$ cat src/rtl/operand_entry_fsm_if.sv
// Bus between the operand entry sequencer and its surroundings: button/switch
// inputs from the front panel and the captured operands toward the ALU stage.
interface operand_entry_fsm_if #(
  parameter int DATA_W = 8,
  parameter int OP_W   = 4
);
  logic              btn;
  logic              clr;
  logic [DATA_W-1:0] sw;
  logic [DATA_W-1:0] a;
  logic [DATA_W-1:0] b;
  logic [OP_W-1:0]   opcode;
  logic              start;
  logic [2:0]        state;

  modport master (output btn, clr, sw, input a, b, opcode, start, state);
  modport slave  (input btn, clr, sw, output a, b, opcode, start, state);
endinterface

$ cat src/rtl/operand_entry_fsm.sv
// Front-panel operand entry: successive button presses capture A, B and the
// opcode from the switches, then fire a one-cycle Start strobe to the ALU.
module operand_entry_fsm #(
  parameter int DATA_W = 8,
  parameter int OP_W   = 4
) (
  input logic                clk,
  input logic                rst,
  operand_entry_fsm_if.slave bus
);

  typedef enum logic [2:0] {
    LOAD_A  = 3'd0,
    LOAD_B  = 3'd1,
    LOAD_OP = 3'd2,
    EXEC    = 3'd3,
    SHOW    = 3'd4
  } state_t;

  // Kept as a plain vector so the unused encodings 5..7 remain representable.
  logic [2:0]        state_q;
  logic [DATA_W-1:0] a_q;
  logic [DATA_W-1:0] b_q;
  logic [OP_W-1:0]   opcode_q;
  logic              start_q;
  logic              btn_prev;
  logic              press;

  assign press = bus.btn & ~btn_prev;

  // NOTE: every register here is assigned with <= so all updates in this block
  // see the values from before the edge; mixing in = would create order races.
  always_ff @(posedge clk or posedge rst) begin
    if (rst) begin
      state_q  <= LOAD_A;
      a_q      <= '0;
      b_q      <= '0;
      opcode_q <= '0;
      start_q  <= 1'b0;
      // NOTE: resetting to 1 means a button held through reset release reads
      // as "already pressed" and must be released before it counts again.
      btn_prev <= 1'b1;
    end else begin
      btn_prev <= bus.btn;
      start_q  <= 1'b0;
      if (bus.clr) begin
        state_q <= LOAD_A;
      end else begin
        case (state_q)
          LOAD_A: begin
            if (press) begin
              a_q     <= bus.sw;
              state_q <= LOAD_B;
            end
          end
          LOAD_B: begin
            if (press) begin
              b_q     <= bus.sw;
              state_q <= LOAD_OP;
            end
          end
          LOAD_OP: begin
            if (press) begin
              opcode_q <= bus.sw[OP_W-1:0];
              state_q  <= EXEC;
              start_q  <= 1'b1;
            end
          end
          EXEC:    state_q <= SHOW;
          SHOW: begin
            if (press) state_q <= LOAD_A;
          end
          default: state_q <= LOAD_A;
        endcase
      end
    end
  end

  assign bus.state  = state_q;
  assign bus.a      = a_q;
  assign bus.b      = b_q;
  assign bus.opcode = opcode_q;
  assign bus.start  = start_q;

endmodule

$ cat src/flat_wrapper.sv
// flat-port wrapper written by rule: the top's interface ports become plain ports
module operand_entry_fsm_flat 
#(
  parameter int DATA_W = 8,
  parameter int OP_W   = 4
)
  (clk, rst, bus_btn, bus_clr, bus_sw, bus_a, bus_b, bus_opcode, bus_start, bus_state);
  operand_entry_fsm_if #(.DATA_W(DATA_W), .OP_W(OP_W)) bus_i ();
  input logic clk;
  input logic rst;
  input wire logic [$bits(bus_i.btn)-1:0] bus_btn;
  input wire logic [$bits(bus_i.clr)-1:0] bus_clr;
  input wire logic [$bits(bus_i.sw)-1:0] bus_sw;
  output wire logic [$bits(bus_i.a)-1:0] bus_a;
  output wire logic [$bits(bus_i.b)-1:0] bus_b;
  output wire logic [$bits(bus_i.opcode)-1:0] bus_opcode;
  output wire logic [$bits(bus_i.start)-1:0] bus_start;
  output wire logic [$bits(bus_i.state)-1:0] bus_state;
  assign bus_i.btn = bus_btn;
  assign bus_i.clr = bus_clr;
  assign bus_i.sw = bus_sw;
  assign bus_a = bus_i.a;
  assign bus_b = bus_i.b;
  assign bus_opcode = bus_i.opcode;
  assign bus_start = bus_i.start;
  assign bus_state = bus_i.state;
  operand_entry_fsm #(.DATA_W(DATA_W), .OP_W(OP_W)) u_core (.clk(clk), .rst(rst), .bus(bus_i));
endmodule
$ cat config.mk
export PLATFORM = sky130hd
export DESIGN_NAME = operand_entry_fsm_flat
export DESIGN_NICKNAME = d
export VERILOG_FILES = /design/src/rtl/operand_entry_fsm_if.sv /design/src/rtl/operand_entry_fsm.sv /design/src/flat_wrapper.sv
export SDC_FILE = /design/constraint.sdc
export NUM_CORES = 1
export LEC_CHECK = 0
export CORE_UTILIZATION = 40
export CTS_CLUSTER_SIZE = 12
export DETAILED_ROUTE_END_ITERATION = 8
export DONT_BUFFER_PORTS = 1
export GPL_TIMING_DRIVEN = 0
export PLACE_DENSITY = 0.56
export SLEW_MARGIN = 20
export SYNTH_ARGS = -nofsm -noshare
export SYNTH_HDL_FRONTEND = slang
export SYNTH_SLANG_ARGS = --single-unit
$ cat constraint.sdc
create_clock -name clk -period 2 [get_ports clk]
set_clock_uncertainty 0.15 [all_clocks]
set_input_delay 0.4 -clock clk [delete_from_list [all_inputs] [get_ports clk]]
set_output_delay 0.4 -clock clk [all_outputs]
set_load 0.05 [all_outputs]
# Word level (Yosys, flattened, before mapping)
# Index checks and enable logic that the tools add are counted.
[op_classes] muxes=9 div_mod_pow=0 magnitude_cmp=0 n_eq_ne=8 shifts=0 n_reduce_logical=5 n_addsub=0 bitwise_logic=3 mul=0
[ops] operator="2-to-1 mux 3 bit" count=5
[ops] operator="one-hot mux 3 bit (5 select lines)" count=1
[ops] operator="inequality test 3 x 2 -> 1 bit (second input constant)" count=4
[ops] operator="AND reduction 3 bit" count=3
[ops] operator="equality test 3 x 2 -> 1 bit (second input constant)" count=2
[ops] operator="AND reduction 4 bit" count=1
[ops] operator="equality test 3 x 1 -> 1 bit (second input constant)" count=1
[ops] operator="equality test 3 bit (second input constant)" count=1
[ops] operator="zero test 3 bit" count=1
[ops] operator="2-to-1 mux 1 bit" count=3
[ops] operator="inverter 1 bit" count=2
[ops] operator="bitwise AND 1 bit" count=1
[totals] output_inout_bits=24 ff_bits=25 latchBits=0 romBits=0 mem_bits_rw=0 memories=0

# Depth between registers and ports, before layout
# Gate-level depths: netlist of run 1.
[depth] depth_word=5 mapped_depth=3

# Worst setup path after synthesis of run 1
# Ideal clock, no wire load.
[synth_path] path_type="register to register" from="register u_core.state_q[0] (netlist: u_core.bus.state[0])" to="register u_core.opcode_q[0] (netlist: u_core.bus.opcode[0])" path_buffers=0 t_arrival_ns=1.395 setup_slack_ns=0.331 required_time_ns=1.725 path_stages_with_launch=4 setup_time_ns=0.125 path_cell_list="dfrtp_1 nor2_1 nand3_1 mux2_2"
[synth_via] elab_chain_len=2
[synth_lines] item="start, declared" line="operand_entry_fsm.sv:21" rtl="logic [2:0] state_q;"
[synth_lines] item="start signal, assigned" line="operand_entry_fsm.sv:35" rtl="state_q <= LOAD_A;"
[synth_lines] item="start signal, assigned" line="operand_entry_fsm.sv:47" rtl="state_q <= LOAD_A;"
[synth_lines] item="start signal, assigned" line="operand_entry_fsm.sv:53" rtl="state_q <= LOAD_B;"
[synth_lines] item="equality test 3 x 2 -> 1 bit" line="operand_entry_fsm.sv:49" rtl="case (state_q)"
[synth_lines] item="AND reduction 3 bit (no line)"
[synth_lines] item="end signal, assigned" line="operand_entry_fsm.sv:64" rtl="opcode_q <= bus.sw[OP_W-1:0];"
[synth_lines] item="end, declared" line="operand_entry_fsm.sv:24" rtl="logic [OP_W-1:0] opcode_q;"
# No other way between the ends.
# A chain may end at the register's enable or synchronous reset.

# Final worst setup path of run 1
[layout_path] from="register u_core.state_q[0] (netlist: u_core.bus.state[0])" to="register u_core.b_q[2] (netlist: u_core.bus.b[2])"
[layout_via] elab_chain_len=2
[layout_lines] item="equality test 3 x 1 -> 1 bit" line="operand_entry_fsm.sv:49"
[layout_lines] item="AND reduction 3 bit (no line)"
[layout_lines] item="end signal, assigned" line="operand_entry_fsm.sv:58" rtl="b_q <= bus.sw;"
[layout_lines] item="end, declared" line="operand_entry_fsm.sv:23" rtl="logic [DATA_W-1:0] b_q;"
# No other way between the ends.

==> flow_summary.html, run 1 <==
<table>
<tr><th>Metric</th><th>Value</th></tr>
<tr><th colspan="2">STA</th></tr>
<tr><td>Slew headroom</td><td>39.10%</td></tr>
<tr><td>Number of hold violations in the final report</td><td>0</td></tr>
<tr><td>Transition time at the pin with the least slew margin</td><td>slightly above 0.9 ns</td></tr>
<tr><td>WHS</td><td>about 0.0007 ns</td></tr>
<tr><td>Setup repair after global routing missed its margin</td><td>false</td></tr>
<tr><td>Shortest period the worst path allows</td><td>1.885 ns</td></tr>
<tr><td>Pins Over Slew Limit</td><td>0</td></tr>
<tr><td>Final setup fails</td><td>0</td></tr>
<tr><td>Setup_tns</td><td>0 ns</td></tr>
<tr><td>Tcrit/Tclk final</td><td>between 90 and 100%</td></tr>
<tr><td>F_max</td><td>0.5304 GHz</td></tr>
<tr><th colspan="2">Global routing</th></tr>
<tr><td>Number of global-route vias before repair</td><td>563</td></tr>
<tr><td>GRT Util Overall</td><td>14.26%</td></tr>
<tr><td>Maximum number of pins on one net before global-route repair</td><td>26</td></tr>
<tr><td>Antenna violations before repair</td><td>0</td></tr>
<tr><td>Gr ovfl total</td><td>0</td></tr>
<tr><td>Wire length of the first global-routing pass</td><td>about 2.7 mm</td></tr>
<tr><th colspan="2">Flow run</th></tr>
<tr><td>Number of max-cap violations</td><td>0</td></tr>
<tr><th colspan="2">Route</th></tr>
<tr><td>Router iterations before antenna repair</td><td>2</td></tr>
<tr><td>Number of vias per cell after detailed routing</td><td>5.351</td></tr>
<tr><td>Antenna Violating Nets Remaining</td><td>0</td></tr>
<tr><td>Iteration-0 DRC Markers</td><td>5</td></tr>
<tr><td>Wirelength per Cell</td><td>approximately 17 um</td></tr>
<tr><td>Post-route DRC violation count</td><td>0</td></tr>
<tr><td>Sum of routed wire length over all layers</td><td>~1.6 mm</td></tr>
<tr><td>Via total after detailed routing</td><td>roughly 520</td></tr>
<tr><th colspan="2">Worst setup path</th></tr>
<tr><td>Capture point of the worst path</td><td>u_core.bus.b[2]$_DFFE_PP0P_</td></tr>
<tr><td>Critical Path Sink Type</td><td>flop</td></tr>
<tr><td>Cells traversed along the worst timing path</td><td>nand4_2, mux2_2</td></tr>
<tr><td>Worst path arrival time</td><td>about 2.0 ns</td></tr>
<tr><td>Required time of the critical path</td><td>2.06 ns</td></tr>
<tr><td>Biggest cell delay along the critical path</td><td>a little under 0.8 ns</td></tr>
<tr><td>CP Max Fanout</td><td>9</td></tr>
<tr><td>Worst r2r src</td><td>u_core.bus.state[0]$_DFFE_PP0P_</td></tr>
<tr><td>Worst Reg2Reg Path Length in Cells</td><td>2</td></tr>
<tr><td>Critical path startpoint</td><td>u_core.bus.state[0]$_DFFE_PP0P_</td></tr>
<tr><td>R2r endpoint</td><td>u_core.bus.b[2]$_DFFE_PP0P_</td></tr>
<tr><td>Setup slack of the worst register-to-register path</td><td>approximately 0.11 ns</td></tr>
<tr><td>Critical Path Start Type</td><td>flop</td></tr>
<tr><td>Worst setup path category</td><td>reg -&gt; reg</td></tr>
<tr><td>Master of the slowest instance on the critical path</td><td>sky130_fd_sc_hd__dfrtp_1</td></tr>
<tr><th colspan="2">Status</th></tr>
<tr><td>Outcome</td><td>finished, final reports clean</td></tr>
<tr><th colspan="2">Final layout</th></tr>
<tr><td>Fraction of layout cells with a size suffix above 1</td><td>approximately 42%</td></tr>
<tr><td>Area growth from synthesis to layout</td><td>8.751%</td></tr>
<tr><td>Number of fill cells</td><td>220</td></tr>
<tr><td>Commonest non-fill, non-tap cell in the layout</td><td>sky130_fd_sc_hd__dfrtp_1</td></tr>
<tr><td>Total non-filler cell area in the finished layout</td><td>about 0.0011 mm2</td></tr>
<tr><td>Highest-count cells in the layout ignoring fill and taps</td><td>sky130_fd_sc_hd__dfrtp_1 (24), sky130_fd_sc_hd__mux2_2 (21), sky130_fd_sc_hd__inv_1 (3), sky130_fd_sc_hd__nor2_1 (3), sky130_fd_sc_hd__clkbuf_4 (3)</td></tr>
<tr><td>Post-layout net count</td><td>about 80</td></tr>
<tr><td>Ant. Diodes</td><td>0</td></tr>
<tr><th colspan="2">Clock network</th></tr>
<tr><td>CTS root buffer</td><td>sky130_fd_sc_hd__clkbuf_4</td></tr>
<tr><td>TritonCTS clock tree</td><td>yes</td></tr>
<tr><td>H-tree depth reported by CTS</td><td>1</td></tr>
<tr><td>CTS-repair resized insts</td><td>0</td></tr>
<tr><td>Number of buffers on the longest clock path</td><td>2</td></tr>
<tr><td># clock sinks</td><td>25</td></tr>
<tr><td>Clock-pin transition on the worst setup and hold timing paths</td><td>0.14 ns</td></tr>
<tr><td>Clk_lat worst skew</td><td>0.32 ns</td></tr>
<tr><td>Total CTS buffers</td><td>3</td></tr>
<tr><td>Post-CTS Repair Setup Buffers</td><td>0</td></tr>
<tr><th colspan="2">Placement</th></tr>
<tr><td>Port bufs</td><td>0</td></tr>
<tr><td>Total placed instance area</td><td>~0.001 mm2</td></tr>
<tr><td>Final RePlAce weighted congestion</td><td>0.6858</td></tr>
<tr><td>DPL Wire Length</td><td>1.150 mm</td></tr>
<tr><th colspan="2">Die</th></tr>
<tr><td>Area of the die</td><td>~0.0026 mm2</td></tr>
<tr><td>Width of the die</td><td>slightly above 50 um</td></tr>
<tr><td>Total number of placement rows</td><td>17</td></tr>
<tr><td>Core box area</td><td>between 0.002 and 0.0025 mm2</td></tr>
<tr><td>Die Height</td><td>between 50 and 60 um</td></tr>
<tr><td>Effective utilization at floorplan</td><td>a little over two fifths</td></tr>
<tr><td>I/O Pins</td><td>36</td></tr>
<tr><th colspan="2">Synth</th></tr>
<tr><td>Ranking of synthesized cells by area</td><td>sky130_fd_sc_hd__dfrtp_1 (62%), sky130_fd_sc_hd__mux2_2 (24%), sky130_fd_sc_hd__dfstp_2 (2.7%), sky130_fd_sc_hd__nor2b_4 (1.4%), sky130_fd_sc_hd__nand4_2 (1.3%)</td></tr>
<tr><td>Synthesized-area fraction occupied by and/or/nand/nor cells</td><td>8.623%</td></tr>
<tr><td>Post-synthesis adder-cell area fraction</td><td>0%</td></tr>
<tr><td>Complex-gate fraction of the synthesized area</td><td>under 10%</td></tr>
<tr><td>Proportion of synthesized chip area in sequential cells</td><td>64.48%</td></tr>
<tr><td>Syn avg cell area</td><td>15.43 um2</td></tr>
<tr><td>Xor and xnor area share after synthesis</td><td>0%</td></tr>
<tr><td>Number of synthesis warnings</td><td>0</td></tr>
<tr><td>Multiplexer share of the synthesized area</td><td>roughly 24%</td></tr>
<tr><td>Synth Register Bits</td><td>25</td></tr>
<tr><td>Library cell occupying the most area in the post-synthesis netlist</td><td>sky130_fd_sc_hd__dfrtp_1</td></tr>
<tr><td>Post-synth cell types</td><td>16</td></tr>
<tr><td>Number of standard cells after synthesis</td><td>63</td></tr>
<tr><td>Main combinational cell family by area after synthesis</td><td>multiplexers</td></tr>
<tr><td>Syn_nets</td><td>75</td></tr>
<tr><td>Post-synthesis instance area</td><td>slightly below 0.001 mm2</td></tr>
<tr><td>Proportion of netlist area held by the largest area contributor</td><td>a little over 60%</td></tr>
<tr><th colspan="2">Pwr</th></tr>
<tr><td>Leakage</td><td>0.4908 nW</td></tr>
<tr><td>Power per standard cell area</td><td>~1300 mW/mm2</td></tr>
<tr><td>Largest vdd supply drop</td><td>approximately 0.0008 V</td></tr>
<tr><th colspan="2">Worst hold path</th></tr>
<tr><td>Path category of the worst min-delay check</td><td>in -&gt; async</td></tr>
</table>
## cell families after synthesis
kind of cell / Yosys count
AOI/OAI and AO/OA: 2
buffers and inverters: 3
muxes: 21
and+or+nand+nor: 12
DFF: 25
## cells in the mapped netlist
cell type and n:
sky130_fd_sc_hd__nand3_1 1, sky130_fd_sc_hd__nand2_1 1, sky130_fd_sc_hd__a21oi_1 1, sky130_fd_sc_hd__dfstp_2 1
sky130_fd_sc_hd__nand2b_1 1, sky130_fd_sc_hd__dfrtp_1 24, sky130_fd_sc_hd__mux2_2 21, sky130_fd_sc_hd__nor2b_1 1
sky130_fd_sc_hd__nand4_2 1, sky130_fd_sc_hd__o41ai_1 1, sky130_fd_sc_hd__nor3_1 1, sky130_fd_sc_hd__nand3_2 1
sky130_fd_sc_hd__nor2b_4 1, sky130_fd_sc_hd__inv_1 3, sky130_fd_sc_hd__nor2_1 3, sky130_fd_sc_hd__or4b_1 1
## repair_timing
action	4_1_cts	5_1_grt
endpoints found under the hold margin	4	0
hold buffers	2	0
setup endpoints to repair	0	0
## layer usage
layer | wire length [um] | vias up | GRT usage (%)
met5 | 0 | - | 0
met1 | 699 | 259 | 17.96
met4 | 13 | 0 | 4.054
met3 | 172 | 2 | 8.631
met2 | 741 | 25 | 20.39
li1 | - | 233 | -
## flip-flops by register name, indices dropped and copies added (netlist names)
signal / flops
u_core.bus.state: 3
u_core.bus.start: 1
u_core.bus.opcode: 4
u_core.btn_prev: 1
u_core.bus.b: 8
u_core.bus.a: 8
## area by class of cell
cell class / count / area [um2] / share of cell area, %
clock buffer: 3 / 22.52 / 2.130
clock inverter: 1 / 7.507 / 0.7101
inverter: 3 / 11.26 / 1.065
multi-input combinational: 35 / 334.1 / 31.60
sequential: 25 / 626.9 / 59.29
tap: 28 / 35.03 / 3.314
timing repair buffer: 2 / 20.02 / 1.893
## critical path, delay by kind of cell (launching register included)
family,cells,cell delay (ns)
AND/OR/NAND/NOR,1,0.46
multiplexers,1,0.39
flip-flops,1,0.79
## worst min path at each step
stage | endpoint | slack [ns] | depth (start not counted)
2_1_floorplan | u_core.btn_prev$_DFF_PP1_ | 0.25 | 0
3_3_place_gp | u_core.btn_prev$_DFF_PP1_ | 0.25 | 0
3_5_place_dp | u_core.btn_prev$_DFF_PP1_ | 0.25 | 0
6_report | u_core.bus.a[1]$_DFFE_PP0P_ | 0.0007 | 1
5_1_grt | u_core.bus.a[4]$_DFFE_PP0P_ | 0.03 | 1
4_1_cts | u_core.bus.b[6]$_DFFE_PP0P_ | 0.03 | 1
## power by group
part           internal [W]  switching, W
registers          0.000595      0.000405
clock network     0.0000763      0.000150
logic             0.0000766     0.0000398
total              0.000748      0.000595
## through the flow
stage	std cells	power, W	setup WS [ns]	util [%]
after floorplan	63	0.001096	0.3306	-
after global placement	91	0.001122	0.1350	44.67
after detailed placement	91	0.001130	0.08809	44.67
after CTS	97	0.001362	0.06401	46.89
after global routing	97	0.001401	0.001973	46.89
final	97	0.001343	0.1146	46.89
(Power assumes the default switching activity.)
==> run 2, diff against run 1 <==
--- a/config.mk
+++ b/config.mk
@@ -5,12 +5,14 @@
 export SDC_FILE = /design/constraint.sdc
 export NUM_CORES = 1
 export LEC_CHECK = 0
-export CORE_UTILIZATION = 40
+export ABC_AREA = 1
+export CORE_UTILIZATION = 33
 export CTS_CLUSTER_SIZE = 12
 export DETAILED_ROUTE_END_ITERATION = 8
 export DONT_BUFFER_PORTS = 1
+export GPL_ROUTABILITY_DRIVEN = 0
 export GPL_TIMING_DRIVEN = 0
-export PLACE_DENSITY = 0.56
+export PLACE_DENSITY = 0.49
 export SLEW_MARGIN = 20
 export SYNTH_ARGS = -nofsm -noshare
 export SYNTH_HDL_FRONTEND = slang
==> run 2 against run 1 <==
Against the previous run: non-clock buffer count shrank 1; cell count grew 70%; synthesized cell count grew 84%; clock power shrank 4%; core utilization shrank 9.1 points; global-route usage grew 0.48 points; highest routed layer unchanged; via count grew 47%; largest power group unchanged; wire length grew 32%; sequential power grew 11%.
==> flow_summary.html, run 2 <==
<table>
<tr><th>Metric</th><th>Value</th></tr>
<tr><th colspan="2">Status</th></tr>
<tr><td>Outcome</td><td>finished, final reports clean</td></tr>
<tr><th colspan="2">Pwr</th></tr>
<tr><td>Overall Power</td><td>0.001493 W (+11%)</td></tr>
<tr><td>Power per standard cell area</td><td>1296 mW/mm2 (+2.0%)</td></tr>
<tr><td>Leakage</td><td>0.6236 nW (+27%)</td></tr>
<tr><td>Largest vdd supply drop</td><td>0.0003479 V (-56%)</td></tr>
<tr><th colspan="2">Worst hold path</th></tr>
<tr><td>Path category of the worst min-delay check</td><td>in -&gt; async</td></tr>
<tr><th colspan="2">Flow run</th></tr>
<tr><td>Number of max-cap violations</td><td>0 (unchanged)</td></tr>
<tr><th colspan="2">Synth</th></tr>
<tr><td>Library cell occupying the most area in the post-synthesis netlist</td><td>sky130_fd_sc_hd__dfrtp_1</td></tr>
<tr><td>Proportion of netlist area held by the largest area contributor</td><td>56.60% (-5.2 points)</td></tr>
<tr><td>Number of enable-type register cells in the synthesized netlist</td><td>0 (unchanged)</td></tr>
<tr><td>Async set or reset register ratio after synthesis</td><td>100.0% (unchanged)</td></tr>
<tr><td>Number of synthesis warnings</td><td>0 (unchanged)</td></tr>
<tr><td>Post-synth cell types</td><td>15 (-1)</td></tr>
<tr><td>Proportion of synthesized chip area in sequential cells</td><td>59.08% (-5.4 points)</td></tr>
<tr><td>Syn avg cell area</td><td>9.147 um2 (-41%)</td></tr>
<tr><td>Synth Register Bits</td><td>25 (unchanged)</td></tr>
<tr><td>Post-synthesis instance area</td><td>0.001061 mm2 (+9.1%)</td></tr>
<tr><td>Ranking of synthesized cells by area</td><td>sky130_fd_sc_hd__dfrtp_1 (57%), sky130_fd_sc_hd__nand2_1 (19%), sky130_fd_sc_hd__nand3_1 (7.1%), sky130_fd_sc_hd__nor2_4 (3.2%), sky130_fd_sc_hd__dfstp_2 (2.5%)</td></tr>
<tr><td>Most used standard cell by instance count after synthesis</td><td>sky130_fd_sc_hd__nand2_1</td></tr>
<tr><td>Prevailing post-synth register cell</td><td>sky130_fd_sc_hd__dfrtp_1</td></tr>
<tr><td>Syn_nets</td><td>128 (+71%)</td></tr>
<tr><td>Top cells by count, synth</td><td>sky130_fd_sc_hd__nand2_1 (53), sky130_fd_sc_hd__dfrtp_1 (24), sky130_fd_sc_hd__nand3_1 (15)</td></tr>
<tr><td>Number of standard cells after synthesis</td><td>116 (+84%)</td></tr>
<tr><th colspan="2">STA</th></tr>
<tr><td>Tcrit/Tclk final</td><td>88.38% (-5.9 points)</td></tr>
<tr><td>Transition time at the pin with the least slew margin</td><td>0.9360 ns (+0.02355 ns)</td></tr>
<tr><td>Shortest period the worst path allows</td><td>1.768 ns (-0.1178 ns)</td></tr>
<tr><td>F_max</td><td>0.5657 GHz (+6.7%)</td></tr>
<tr><td>Number of hold violations in the final report</td><td>0 (unchanged)</td></tr>
<tr><td>Setup repair after global routing missed its margin</td><td>false</td></tr>
<tr><td>Pins Over Slew Limit</td><td>0 (unchanged)</td></tr>
<tr><td>Setup_tns</td><td>0 ns (unchanged)</td></tr>
<tr><td>Slew headroom</td><td>37.53% (-1.6 points)</td></tr>
<tr><td>Final setup fails</td><td>0 (unchanged)</td></tr>
<tr><th colspan="2">Die</th></tr>
<tr><td>Die Height</td><td>58.70 um (+14%)</td></tr>
<tr><td>Effective utilization at floorplan</td><td>34.75% (-8.4 points)</td></tr>
<tr><td>Width of the die</td><td>58.70 um (+14%)</td></tr>
<tr><td>Core box area</td><td>0.003053 mm2 (+35%)</td></tr>
<tr><td>Area of the die</td><td>0.003446 mm2 (+31%)</td></tr>
<tr><td>I/O Pins</td><td>36 (unchanged)</td></tr>
<tr><td>Total number of placement rows</td><td>20 (+3)</td></tr>
<tr><th colspan="2">Clock network</th></tr>
<tr><td>Clk_lat worst skew</td><td>0.31 ns (about the same)</td></tr>
<tr><td># clock sinks</td><td>25 (unchanged)</td></tr>
<tr><td>Post-CTS Repair Setup Buffers</td><td>0 (unchanged)</td></tr>
<tr><td>CTS root buffer</td><td>sky130_fd_sc_hd__clkbuf_4</td></tr>
<tr><td>Clock-pin transition on the worst setup and hold timing paths</td><td>0.13 ns (about the same)</td></tr>
<tr><td>TritonCTS clock tree</td><td>yes</td></tr>
<tr><td>Number of buffers on the longest clock path</td><td>2 (unchanged)</td></tr>
<tr><td>H-tree depth reported by CTS</td><td>1 (unchanged)</td></tr>
<tr><td>Total CTS buffers</td><td>3 (unchanged)</td></tr>
<tr><th colspan="2">Route</th></tr>
<tr><td>Router iterations before antenna repair</td><td>4 (+2)</td></tr>
<tr><td>Wirelength per Cell</td><td>13.05 um (-22%)</td></tr>
<tr><td>Number of vias per cell after detailed routing</td><td>4.618 (-14%)</td></tr>
<tr><td>Antenna Violating Nets Remaining</td><td>0 (unchanged)</td></tr>
<tr><td>Sum of routed wire length over all layers</td><td>2.153 mm (+32%)</td></tr>
<tr><td>Post-route DRC violation count</td><td>0 (unchanged)</td></tr>
<tr><td>Via total after detailed routing</td><td>762 (+47%)</td></tr>
<tr><td>Iteration-0 DRC Markers</td><td>35 (+30)</td></tr>
<tr><th colspan="2">Global routing</th></tr>
<tr><td>Antenna violations before repair</td><td>0 (unchanged)</td></tr>
<tr><td>Maximum number of pins on one net before global-route repair</td><td>26 (unchanged)</td></tr>
<tr><td>Gr ovfl total</td><td>0 (unchanged)</td></tr>
<tr><td>GRT Util Overall</td><td>14.74% (+0.48 points)</td></tr>
<tr><td>Number of global-route vias before repair</td><td>766 (+36%)</td></tr>
<tr><td>Wire length of the first global-routing pass</td><td>3.615 mm (+36%)</td></tr>
<tr><th colspan="2">Worst setup path</th></tr>
<tr><td>Required time of the critical path</td><td>2.06 ns (about the same)</td></tr>
<tr><td>CP Max Fanout</td><td>10 (+1)</td></tr>
<tr><td>Worst setup path category</td><td>reg -&gt; reg</td></tr>
<tr><td>Worst path arrival time</td><td>1.83 ns (-0.12 ns)</td></tr>
<tr><td>Critical Path Start Type</td><td>flop</td></tr>
<tr><td>Critical Path Sink Type</td><td>flop</td></tr>
<tr><th colspan="2">Final layout</th></tr>
<tr><td>Commonest non-fill, non-tap cell in the layout</td><td>sky130_fd_sc_hd__nand2_1</td></tr>
<tr><td>Post-layout net count</td><td>134 (+63%)</td></tr>
<tr><td>Ant. Diodes</td><td>0 (unchanged)</td></tr>
<tr><td>Number of fill cells</td><td>349 (+59%)</td></tr>
<tr><td>Fraction of layout cells with a size suffix above 1</td><td>13.22% (-29 points)</td></tr>
<tr><td>Highest-count cells in the layout ignoring fill and taps</td><td>sky130_fd_sc_hd__nand2_1 (53), sky130_fd_sc_hd__dfrtp_1 (24), sky130_fd_sc_hd__nand3_1 (15), sky130_fd_sc_hd__inv_1 (6)</td></tr>
<tr><td>Sequential standard cell area</td><td>626.9 um2 (unchanged)</td></tr>
<tr><td>Area used by multi-input combinational logic</td><td>407.9 um2 (+22%)</td></tr>
<tr><td>Area growth from synthesis to layout</td><td>8.609%</td></tr>
<tr><th colspan="2">Placement</th></tr>
<tr><td>Port bufs</td><td>0 (unchanged)</td></tr>
<tr><td>DPL Wire Length</td><td>1.592 mm (+38%)</td></tr>
</table>
==> run 2: critical path, cell delays in order, from the launching register on <==
cell and delay, ns:
sky130_fd_sc_hd__dfrtp_1 0.76, sky130_fd_sc_hd__inv_1 0.18, sky130_fd_sc_hd__nor2_4 0.29, sky130_fd_sc_hd__nand2_4 0.13, sky130_fd_sc_hd__nand2_1 0.08, sky130_fd_sc_hd__nand2_1 0.06
==> run 2: kinds of logic (layout without fill, tap and decap cells) <==
group / count (synthesis) / count (layout) / share of synthesized area, %
and+or+nand+nor: 82 / 82 / 37.26
AOI/OAI and AO/OA: 2 / 2 / 1.179
DFF: 25 / 25 / 59.08
buffers and inverters: 7 / 12 / 2.476
==> run 2: layout make-up <==
cell class                 count  area share [%]
clock buffer                   4           2.280
inverter                       7           2.280
multi-input combinational     84           35.40
sequential                    25           54.40
tap                           44           4.777
timing repair buffer           1          0.8686
==> run 2: per-layer routing <==
layer	global-route usage, %	routed length (um)	vias to the layer above
met1	18.90	975	363
met5	0	0	-
li1	-	-	375
met4	4.082	19	0
met2	23.15	1003	22
met3	5.934	153	2
==> run 2: stage by stage <==
stage	setup slack (ns)	util [%]	std cells	area, um2	hold slack, ns
final	0.2323	37.75	165	1152	0.01916
after global routing	0.1258	37.75	165	1152	0.01058
after CTS	0.2093	37.75	165	1152	0.02575
after detailed placement	0.2410	36.56	160	1116	0.2547
after global placement	0.2616	36.56	160	1116	0.2547
after floorplan	0.4223	-	116	1061	0.2545
==> run 2: timing repair <==
action                    CTS  global route
hold endpoints to repair    1             0
hold buffers                1             0
gates resized for setup     0             0
==> run 2: final timing paths <==
path                                            startpoint                              end  slack, ns  depth (start not counted)
max                        u_core.bus.state[0]$_DFFE_PP0P_      u_core.bus.b[1]$_DFFE_PP0P_       0.23                          5
min                                                    rst      u_core.bus.a[0]$_DFFE_PP0P_       0.02                          1
min in group clk                                 bus_sw[0]      u_core.bus.a[0]$_DFFE_PP0P_       0.04                          2
max in group asynchronous                              rst      u_core.bus.a[5]$_DFFE_PP0P_       1.11                          1
min reg2reg                      u_core.btn_prev$_DFF_PP1_  u_core.bus.state[0]$_DFFE_PP0P_       0.58                          4
max reg2reg                u_core.bus.state[0]$_DFFE_PP0P_      u_core.bus.b[1]$_DFFE_PP0P_       0.23                          5
==> run 2: where the power goes <==
group	switching (W)	internal, W
clock	0.000140	0.0000779
sequential	0.000499	0.000612
combinational	0.000104	0.0000603
total	0.000743	0.000750
